===== config.mk =====
export PLATFORM = sky130hd
export DESIGN_NAME = zbus_master_flat
export DESIGN_NICKNAME = d
export VERILOG_FILES = /design/src/rtl/zbus_master_if.sv /design/src/rtl/zbus_master.sv /design/src/flat_wrapper.sv
export SDC_FILE = /design/constraint.sdc
export NUM_CORES = 1
export LEC_CHECK = 0
export ABC_AREA = 0
export BUFFER_PORTS_ARGS = -buffer_cell sky130_fd_sc_hd__buf_4
export CORE_MARGIN = 5
export CORE_UTILIZATION = 52
export CTS_BUF_LIST = sky130_fd_sc_hd__clkbuf_8
export DETAILED_ROUTE_END_ITERATION = 8
export PLACE_DENSITY_LB_ADDON = 0.08
export SLEW_MARGIN = 15
export SYNTH_ARGS = -nofsm -noshare
export SYNTH_HDL_FRONTEND = slang
export SYNTH_SLANG_ARGS = --single-unit

===== constraint.sdc =====
create_clock -name clk -period 1.7 [get_ports clk]
set_clock_uncertainty 0.05 [all_clocks]
set_input_delay 0.17 -clock clk [delete_from_list [all_inputs] [get_ports clk]]
set_output_delay 0.17 -clock clk [all_outputs]
set_load 0.02 [all_outputs]

===== src/rtl/zbus_master_if.sv =====
// ZX-bus signal bundle between the host-side initiator and a peripheral card.
//   master : drives address, data-out/enable, strobes, refresh and bus reset;
//            samples data-in and the card's ziorqge response.
//   slave  : the card side of the same wires.
interface zbus_master_if;
  logic [15:0] za;
  logic [7:0]  zd_out;
  logic        zd_oe;
  logic [7:0]  zd_in;
  logic        ziorq_n;
  logic        zmreq_n;
  logic        zrd_n;
  logic        zwr_n;
  logic        zrfsh_n;
  logic        zrst_n;
  logic        ziorqge;

  modport master (
    output za, zd_out, zd_oe, ziorq_n, zmreq_n, zrd_n, zwr_n, zrfsh_n, zrst_n,
    input  zd_in, ziorqge
  );

  modport slave (
    input  za, zd_out, zd_oe, ziorq_n, zmreq_n, zrd_n, zwr_n, zrfsh_n, zrst_n,
    output zd_in, ziorqge
  );
endinterface


===== src/rtl/zbus_master.sv =====
// Z80-style ZX-bus initiator. Runs one I/O or memory read/write cycle at a time
// with T1/T2/(TW)/T3 sequencing, holds the card in bus reset after power-up,
// and returns read data plus the sampled ziorqge response.
//
// Ports:
//   clk, rst_n          : single clock, asynchronous active-low reset
//   req / ready         : request handshake, accepted only in IDLE (ready=1)
//   write, mem          : cycle kind, latched on accept
//   addr, wrdata        : cycle address / write data, latched on accept
//   done                : one-clock pulse on the first IDLE clock after T3
//   rddata, ge_seen     : values captured at the end of T3
//   bus (master)        : ZX-bus address, data, strobes, refresh, bus reset
module zbus_master #(
  parameter int TCLK    = 2,   // clocks per T-state
  parameter int IO_WAIT = 1,   // automatic wait states in I/O cycles (0..3)
  parameter int RST_T   = 16   // T-states of bus reset after rst_n release
) (
  input  logic        clk,
  input  logic        rst_n,
  input  logic        req,
  output logic        ready,
  input  logic        write,
  input  logic        mem,
  input  logic [15:0] addr,
  input  logic [7:0]  wrdata,
  output logic        done,
  output logic [7:0]  rddata,
  output logic        ge_seen,
  zbus_master_if.master bus
);

  localparam int TICK_W = (TCLK > 1) ? $clog2(TCLK) : 1;
  localparam int RST_W  = (RST_T > 1) ? $clog2(RST_T) : 1;
  localparam logic [TICK_W-1:0] TICK_LAST = TICK_W'(TCLK - 1);
  localparam logic [RST_W-1:0]  RST_LAST  = RST_W'(RST_T - 1);
  // With IO_WAIT=0 the TW state is never entered, so this value is unused.
  localparam logic [1:0]        WAIT_LAST = 2'(IO_WAIT - 1);
  localparam bit                HAS_WAIT  = (IO_WAIT > 0);

  typedef enum logic [2:0] {
    BRST = 3'd0,
    IDLE = 3'd1,
    T1   = 3'd2,
    T2   = 3'd3,
    TW   = 3'd4,
    T3   = 3'd5
  } state_t;

  state_t            state_r;
  logic [TICK_W-1:0] tick_r;
  logic [RST_W-1:0]  rst_cnt_r;
  logic [1:0]        wait_cnt_r;
  logic              write_r;
  logic              mem_r;
  logic              tend_s;

  // End of the current T-state.
  assign tend_s = (tick_r == TICK_LAST);

  // Refresh is never issued by this initiator.
  assign bus.zrfsh_n = 1'b1;

  // Cycle sequencer; every output is registered and set on state entry.
  always_ff @(posedge clk or negedge rst_n) begin
    if (!rst_n) begin
      state_r     <= BRST;
      tick_r      <= '0;
      rst_cnt_r   <= '0;
      wait_cnt_r  <= 2'd0;
      write_r     <= 1'b0;
      mem_r       <= 1'b0;
      ready       <= 1'b0;
      done        <= 1'b0;
      rddata      <= 8'h00;
      ge_seen     <= 1'b0;
      bus.za      <= 16'hFFFF;
      bus.zd_out  <= 8'h00;
      bus.zd_oe   <= 1'b0;
      bus.ziorq_n <= 1'b1;
      bus.zmreq_n <= 1'b1;
      bus.zrd_n   <= 1'b1;
      bus.zwr_n   <= 1'b1;
      bus.zrst_n  <= 1'b0;
    end else begin
      done <= 1'b0;
      case (state_r)
        BRST: begin
          if (tend_s) begin
            tick_r <= '0;
            if (rst_cnt_r == RST_LAST) begin
              rst_cnt_r  <= '0;
              state_r    <= IDLE;
              bus.zrst_n <= 1'b1;
              ready      <= 1'b1;
            end else begin
              rst_cnt_r <= rst_cnt_r + RST_W'(1);
            end
          end else begin
            tick_r <= tick_r + TICK_W'(1);
          end
        end

        IDLE: begin
          tick_r <= '0;
          if (req) begin
            write_r    <= write;
            mem_r      <= mem;
            bus.za     <= addr;
            bus.zd_out <= wrdata;
            bus.zd_oe  <= write;
            ready      <= 1'b0;
            state_r    <= T1;
          end else begin
            ready <= 1'b1;
          end
        end

        T1: begin
          if (tend_s) begin
            tick_r      <= '0;
            state_r     <= T2;
            // Exactly one of iorq/mreq, and exactly one of rd/wr.
            bus.ziorq_n <= mem_r;
            bus.zmreq_n <= ~mem_r;
            bus.zrd_n   <= write_r;
            bus.zwr_n   <= ~write_r;
          end else begin
            tick_r <= tick_r + TICK_W'(1);
          end
        end

        T2: begin
          if (tend_s) begin
            tick_r     <= '0;
            wait_cnt_r <= 2'd0;
            if (!mem_r && HAS_WAIT) begin
              state_r <= TW;
            end else begin
              state_r <= T3;
            end
          end else begin
            tick_r <= tick_r + TICK_W'(1);
          end
        end

        TW: begin
          if (tend_s) begin
            tick_r <= '0;
            if (wait_cnt_r == WAIT_LAST) begin
              state_r <= T3;
            end else begin
              wait_cnt_r <= wait_cnt_r + 2'd1;
            end
          end else begin
            tick_r <= tick_r + TICK_W'(1);
          end
        end

        T3: begin
          if (tend_s) begin
            tick_r      <= '0;
            state_r     <= IDLE;
            ready       <= 1'b1;
            done        <= 1'b1;
            bus.ziorq_n <= 1'b1;
            bus.zmreq_n <= 1'b1;
            bus.zrd_n   <= 1'b1;
            bus.zwr_n   <= 1'b1;
            bus.zd_oe   <= 1'b0;
            // Writes leave the last read data alone but still report ge.
            if (!write_r) begin
              rddata <= bus.zd_in;
            end else begin
              rddata <= rddata;
            end
            ge_seen <= mem_r ? 1'b0 : bus.ziorqge;
          end else begin
            tick_r <= tick_r + TICK_W'(1);
          end
        end

        default: begin
          // Unreachable encodings recover through a full bus reset.
          state_r     <= BRST;
          tick_r      <= '0;
          rst_cnt_r   <= '0;
          ready       <= 1'b0;
          bus.zrst_n  <= 1'b0;
          bus.ziorq_n <= 1'b1;
          bus.zmreq_n <= 1'b1;
          bus.zrd_n   <= 1'b1;
          bus.zwr_n   <= 1'b1;
          bus.zd_oe   <= 1'b0;
        end
      endcase
    end
  end

endmodule


===== src/flat_wrapper.sv =====
// flat-port wrapper written by rule: the top's interface ports become plain ports
module zbus_master_flat 
#(
  parameter int TCLK    = 2,                        
  parameter int IO_WAIT = 1,                                                
  parameter int RST_T   = 16                                               
)
  (clk, rst_n, req, ready, write, mem, addr, wrdata, done, rddata, ge_seen, bus_za, bus_zd_out, bus_zd_oe, bus_ziorq_n, bus_zmreq_n, bus_zrd_n, bus_zwr_n, bus_zrfsh_n, bus_zrst_n, bus_zd_in, bus_ziorqge);
  zbus_master_if bus_i ();
  input  logic clk;
  input  logic rst_n;
  input  logic req;
  output logic ready;
  input  logic write;
  input  logic mem;
  input  logic [15:0] addr;
  input  logic [7:0] wrdata;
  output logic done;
  output logic [7:0] rddata;
  output logic ge_seen;
  output wire logic [$bits(bus_i.za)-1:0] bus_za;
  output wire logic [$bits(bus_i.zd_out)-1:0] bus_zd_out;
  output wire logic [$bits(bus_i.zd_oe)-1:0] bus_zd_oe;
  output wire logic [$bits(bus_i.ziorq_n)-1:0] bus_ziorq_n;
  output wire logic [$bits(bus_i.zmreq_n)-1:0] bus_zmreq_n;
  output wire logic [$bits(bus_i.zrd_n)-1:0] bus_zrd_n;
  output wire logic [$bits(bus_i.zwr_n)-1:0] bus_zwr_n;
  output wire logic [$bits(bus_i.zrfsh_n)-1:0] bus_zrfsh_n;
  output wire logic [$bits(bus_i.zrst_n)-1:0] bus_zrst_n;
  input wire logic [$bits(bus_i.zd_in)-1:0] bus_zd_in;
  input wire logic [$bits(bus_i.ziorqge)-1:0] bus_ziorqge;
  assign bus_za = bus_i.za;
  assign bus_zd_out = bus_i.zd_out;
  assign bus_zd_oe = bus_i.zd_oe;
  assign bus_ziorq_n = bus_i.ziorq_n;
  assign bus_zmreq_n = bus_i.zmreq_n;
  assign bus_zrd_n = bus_i.zrd_n;
  assign bus_zwr_n = bus_i.zwr_n;
  assign bus_zrfsh_n = bus_i.zrfsh_n;
  assign bus_zrst_n = bus_i.zrst_n;
  assign bus_i.zd_in = bus_zd_in;
  assign bus_i.ziorqge = bus_ziorqge;
  zbus_master #(.TCLK(TCLK), .IO_WAIT(IO_WAIT), .RST_T(RST_T)) u_core (.clk(clk), .rst_n(rst_n), .req(req), .ready(ready), .write(write), .mem(mem), .addr(addr), .wrdata(wrdata), .done(done), .rddata(rddata), .ge_seen(ge_seen), .bus(bus_i));
endmodule

; Yosys cells after proc, flatten, opt, wreduce, memory -nomap -nowiden
; Cells that the tools add are included.
[totals]
regBits = 53
in_bits = 38
out_inout_bits = 42
wordCells = 99
[op_classes]
add_sub_neg = 3
eq_ne = 15
mux = 39
n_bitwise = 6
reduce_logical = 18
[ops]
columns = operator, n
row1 = 3-bit 2-to-1 mux, 8
row2 = 3-bit case mux with 6 select lines, 1
row3 = 1-bit 2-to-1 mux, 16
row4 = 1-bit case mux with 3 select lines, 5
row5 = 2-bit by 1-bit inequality test with 1-bit output (second input constant), 7
row6 = 3-bit AND reduction, 4
row7 = 5-bit OR reduction, 2
row8 = 4-bit 2-to-1 mux, 2
row9 = 4-bit case mux with 2 select lines, 1
row10 = 4-bit AND reduction, 2
row11 = 8-bit AND reduction, 1
row12 = 4-bit OR reduction, 2
row13 = 3-bit by 2-bit equality test with 1-bit output (second input constant), 2
row14 = 3-bit equality test (second input constant), 2
row15 = 2-bit 2-to-1 mux, 3
row16 = 1-bit NOT, 6
row17 = 2-bit AND reduction, 3
row18 = 4-bit by 1-bit adder with 4-bit output (second input constant), 1
row19 = 4-bit equality test (second input constant), 1
row20 = 2-bit inequality test (second input constant), 2
row21 = 1-bit case mux with 4 select lines, 1
row22 = 2-bit case mux with 2 select lines, 1
row23 = 3-bit by 1-bit equality test with 1-bit output (second input constant), 1
row24 = 3-bit logical NOT, 1
row25 = other kinds (6), 6

; Longest topological paths before layout
[depth]
ltp_word = 4
depth_mapped = 7
depth_no_buf = 6

; Worst setup path before layout
; No wires, ideal clock.
[synth_timing]
kind = register to register
from = register u_core.tick_r (netlist: u_core.tend_s)
to = register u_core.rddata[0]
setup_time_ns = 0.125
arrival_time_ns = 1.352
required_ns = 1.525
path_slack_ns = 0.173
path_stages_with_launch = 6
path_buffers = 1
period_less_slack_ns = 1.527
path_cell_list = dfrtp_1 -> buf_2 -> nand2_1 -> or2_2 -> nor2_8 -> mux2_2
[synth_between]
elab_chain_len = 1
[synth_rtl]
columns = element, line_no
row1 = start: declaration, zbus_master.sv:50  ; logic [TICK_W-1:0] tick_r;
row2 = start signal: assignment, zbus_master.sv:99  ; tick_r <= tick_r + TICK_W'(1);
row3 = start signal: assignment, zbus_master.sv:128  ; tick_r <= tick_r + TICK_W'(1);
row4 = start signal: assignment, zbus_master.sv:142  ; tick_r <= tick_r + TICK_W'(1);
row5 = 3-bit AND reduction (no source line), n/a
row6 = end signal: assignment, zbus_master.sv:172  ; rddata <= bus.zd_in;
row7 = end signal: assignment, zbus_master.sv:174  ; rddata <= rddata;
row8 = end: declaration, zbus_master.sv:27  ; output logic [7:0] rddata,
; No other way between the ends.
; A chain may end at the register's enable or synchronous reset.

; Worst setup path in the final report
[layout_timing]
from = register u_core.state_r[1]
to = register u_core.rddata[3]
[layout_between]
elab_chain_len = 2
[layout_rtl]
columns = element, line_no
row1 = start: declaration, zbus_master.sv:49  ; state_t state_r;
row2 = start signal: assignment, zbus_master.sv:66  ; state_r <= BRST;
row3 = start signal: assignment, zbus_master.sv:92  ; state_r <= IDLE;
row4 = start signal: assignment, zbus_master.sv:112  ; state_r <= T1;
row5 = 3-bit equality test, zbus_master.sv:86  ; case (state_r)
row6 = 3-bit AND reduction (no source line), n/a
; No other way between the ends.

==> results.json <==
{
  "grt-busiest-layer": "met2",
  "finalHoldViolCount": 0,
  "worst_pin_slew_ns": 0.664,
  "fin_crit_sh_pct": 96.9,
  "endpoint": "u_core.rddata[3]$_DFFE_PN0P_",
  "max_slew_margin_pct": 55.7,
  "core_sq_um": 4350,
  "synth_top_area_share_pct": 35.4,
  "crit_path_max_fanout": 8,
  "synth-main-ff-cell": "dfrtp_1",
  "intPower_uw": 3340,
  "r2r_slack_ns": 0.05,
  "grt_util_met1_pct": 25.0,
  "seq_area_frac_synth_pct": 58.0,
  "synth_area_sq_um": 2330,
  "r2r-start": "u_core.state_r[1]$_DFFE_PN0P_",
  "yosys.cell_types.count": 37,
  "min_period_ns": 1.65,
  "wirelength_um": 5720,
  "wire_per_inst_um": 14.5,
  "die_area_sq_um": 5920,
  "htree_levels": 2,
  "cts_tree": "yes",
  "vias": 2006,
  "cts.sinks": 53,
  "p_leak_uw": 0.00164,
  "syn2layout_area_growth_pct": 40.5,
  "swShare_pct": 40.2,
  "synth_area_leader_cell": "dfrtp_1",
  "vias_per_cell": 5.09,
  "num_rows": 24,
  "register_area_sq_um": 1350,
  "firstDrtPassIters": 4,
  "antenna_cells": 0,
  "cp-start-kind": "flip-flop",
  "clockBufferDepth": 2,
  "drc": 0,
  "postSynth.asyncResetShare_pct": 100,
  "grt_max_degree": 54,
  "synth_nets": 281,
  "setup_viol": 0,
  "ir_drop_mv": 1.08,
  "grt_pass1_wl_um": 9690,
  "pwr-share-seq_pct": 40.0,
  "port-buffer-count": 78,
  "drv_cap": 0,
  "hold_class": "input pin to flip-flop",
  "cts_root_buf": "clkbuf_8",
  "finalNonFillerCells": 394,
  "ioPinCount": 80,
  "place_area_sq_um": 3010,
  "synth-seq-cells": 53,
  "ys_warn_count": 0,
  "final_util_pct": 75.2,
  "die_height_um": 77.0,
  "grt_pass1_vias": 2011,
  "post-route-cell-area_sq_um": 3280,
  "power_frac_clock_pct": 12.6,
  "cp.arrival_ns": 1.79,
  "setup_tns_ns": 0,
  "hpwl_um": 3770,
  "path_clk_slew_ns": 0.10,
  "comb_power_share_pct": 47.4,
  "cp.required_ns": 1.84,
  "start_util_pct": 53.5,
  "syn_area_per_cell_sq_um": 9.67,
  "antenna_found_initial": 0,
  "drv_slew": 0,
  "r2r-end": "u_core.rddata[3]$_DFFE_PN0P_",
  "die_x_um": 77.0,
  "status": "finished clean",
  "reg2regPathDepth": 4,
  "numCtsBuffers": 5,
  "clk_latency_ns": 0.30,
  "met2_usage_pct": 33.5,
  "multiInputGateArea_sq_um": 906,
  "ys_top_cells_by_area": "dfrtp_1, dfstp_2, nand2_1",
  "path_class": "flip-flop to flip-flop",
  "grt-ovfl-total": 0,
  "gp_routability_congestion": 0.813,
  "crit_start": "u_core.state_r[1]$_DFFE_PN0P_",
  "min_from": "addr[15]",
  "power_density_nw_per_um2": 1710,
  "grt_util_met3_pct": 6.91,
  "synthCells": 241,
  "ant_nets": 0,
  "synth-edff-count": 0,
  "place_inst": 369,
  "cp-end-kind": "flip-flop",
  "num-fill-cells": 308,
  "drtIter0Drc": 147,
  "final_nets": 381,
  "drive_gt1_share_pct": 38.6,
  "gr-usage-all-layers_pct": 20.1,
  "max_freq_ghz": 0.607,
  "switching_power_uw": 2240
}
-- final cells by class --
type | count | area share (%)
Clock buffer | 5 | 2.10
Clock inverter | 3 | 0.535
Inverter | 6 | 0.688
Multi-Input combinational cell | 170 | 27.7
Sequential cell | 53 | 41.3
Tap cell | 52 | 1.99
Timing Repair Buffer | 105 | 25.7
-- metrics by stage --
stage	power (uW)	hold WS [ns]	setup WS (ns)
after global routing	6000	0.00361	-0.0149
after floorplan	3770	-0.176	0.173
after detailed placement	4840	0.196	0.0750
after CTS	5590	0.000748	0.0582
after global placement	4780	0.189	0.101
final	5590	0.00365	0.0527
-- worst min-delay path by stage --
stage | end | cells after the start
global route | u_core.bus.za[13]$_DFFE_PN1P_ | 3
detailed placement | u_core.rst_cnt_r[2]$_DFFE_PN0P_ | 1
global placement | u_core.rst_cnt_r[2]$_DFFE_PN0P_ | 1
finish | u_core.bus.za[15]$_DFFE_PN1P_ | 3
CTS | u_core.bus.za[15]$_DFFE_PN1P_ | 3
floorplan | u_core.bus.zd_oe$_DFFE_PN0P_ | 0
-- critical path, stage by stage (launching register included) --
cell and delay, ns:
dfrtp_1 0.43, nand2b_1 0.18, or2_2 0.35, nor2_8 0.17
mux2_2 0.36
-- synthesized netlist by cell type, types with 3 or more instances --
library cell,n
o21ai_0,11
nand2b_1,6
nand3_1,3
mux2_2,8
a21oi_1,14
clkbuf_1,4
nand2_1,85
dfstp_2,20
o22ai_1,3
nor2_1,10
inv_1,6
nor3_1,3
buf_2,7
nor2b_1,4
dfrtp_1,33
-- sequential cells by signal, indices dropped and copies added, names as in the netlist, 2 cells and up --
register and cells:
u_core.bus.za 16, u_core.bus.zd_out 8, u_core.rddata 8, u_core.rst_cnt_r 4
u_core.state_r 3, u_core.wait_cnt_r 2
-- per-layer routing --
metal,vias to the layer above,part of all wire (%)
li1,981,-
met1,954,41
met2,66,50
met3,5,8.2
met4,0,0.96
met5,-,0
-- repair_timing --
item / in CTS / in global routing
setup endpoints to repair: 0 / 2
hold buffers: 16 / 1
hold endpoints to repair: 48 / 1
buffers inserted: 0 / 0
gates resized for setup: 0 / 3
-- power groups by stage --
stage	clock [uW]	sequential, uW	combinational, uW
2_1_floorplan	0	2710	1070
6_report	705	2230	2650
4_1_cts	725	2230	2630
3_3_place_gp	0	2230	2550
3_5_place_dp	0	2250	2590
5_1_grt	792	2310	2900
-- cells by family after synthesis --
family	after synthesis	share of synthesized area (%)
buffers and inverters	18	3.44
DFF	53	58.0
adders and majority gates	2	1.07
muxes	9	4.29
other	1	0.161
AOI/OAI and AO/OA	36	9.72
and+or+nand+nor	122	23.4
-- layout by cell type (no fill, tap or decap), types with 2 or more instances in the layout --
cell type and n:
o22ai_1 3, dlygate4sd3_1 17, nand2b_1 6, nand3b_1 2, clkbuf_8 5, dfstp_2 20
dfrtp_1 32, nor2_1 9, mux2_2 8, buf_4 87, nor3_1 3, nor2b_1 4
o21ai_0 11, ha_1 2, nand2_1 85, a21oi_1 13, inv_1 7, nand3_1 3
Power figures use the tool's default switching activity.
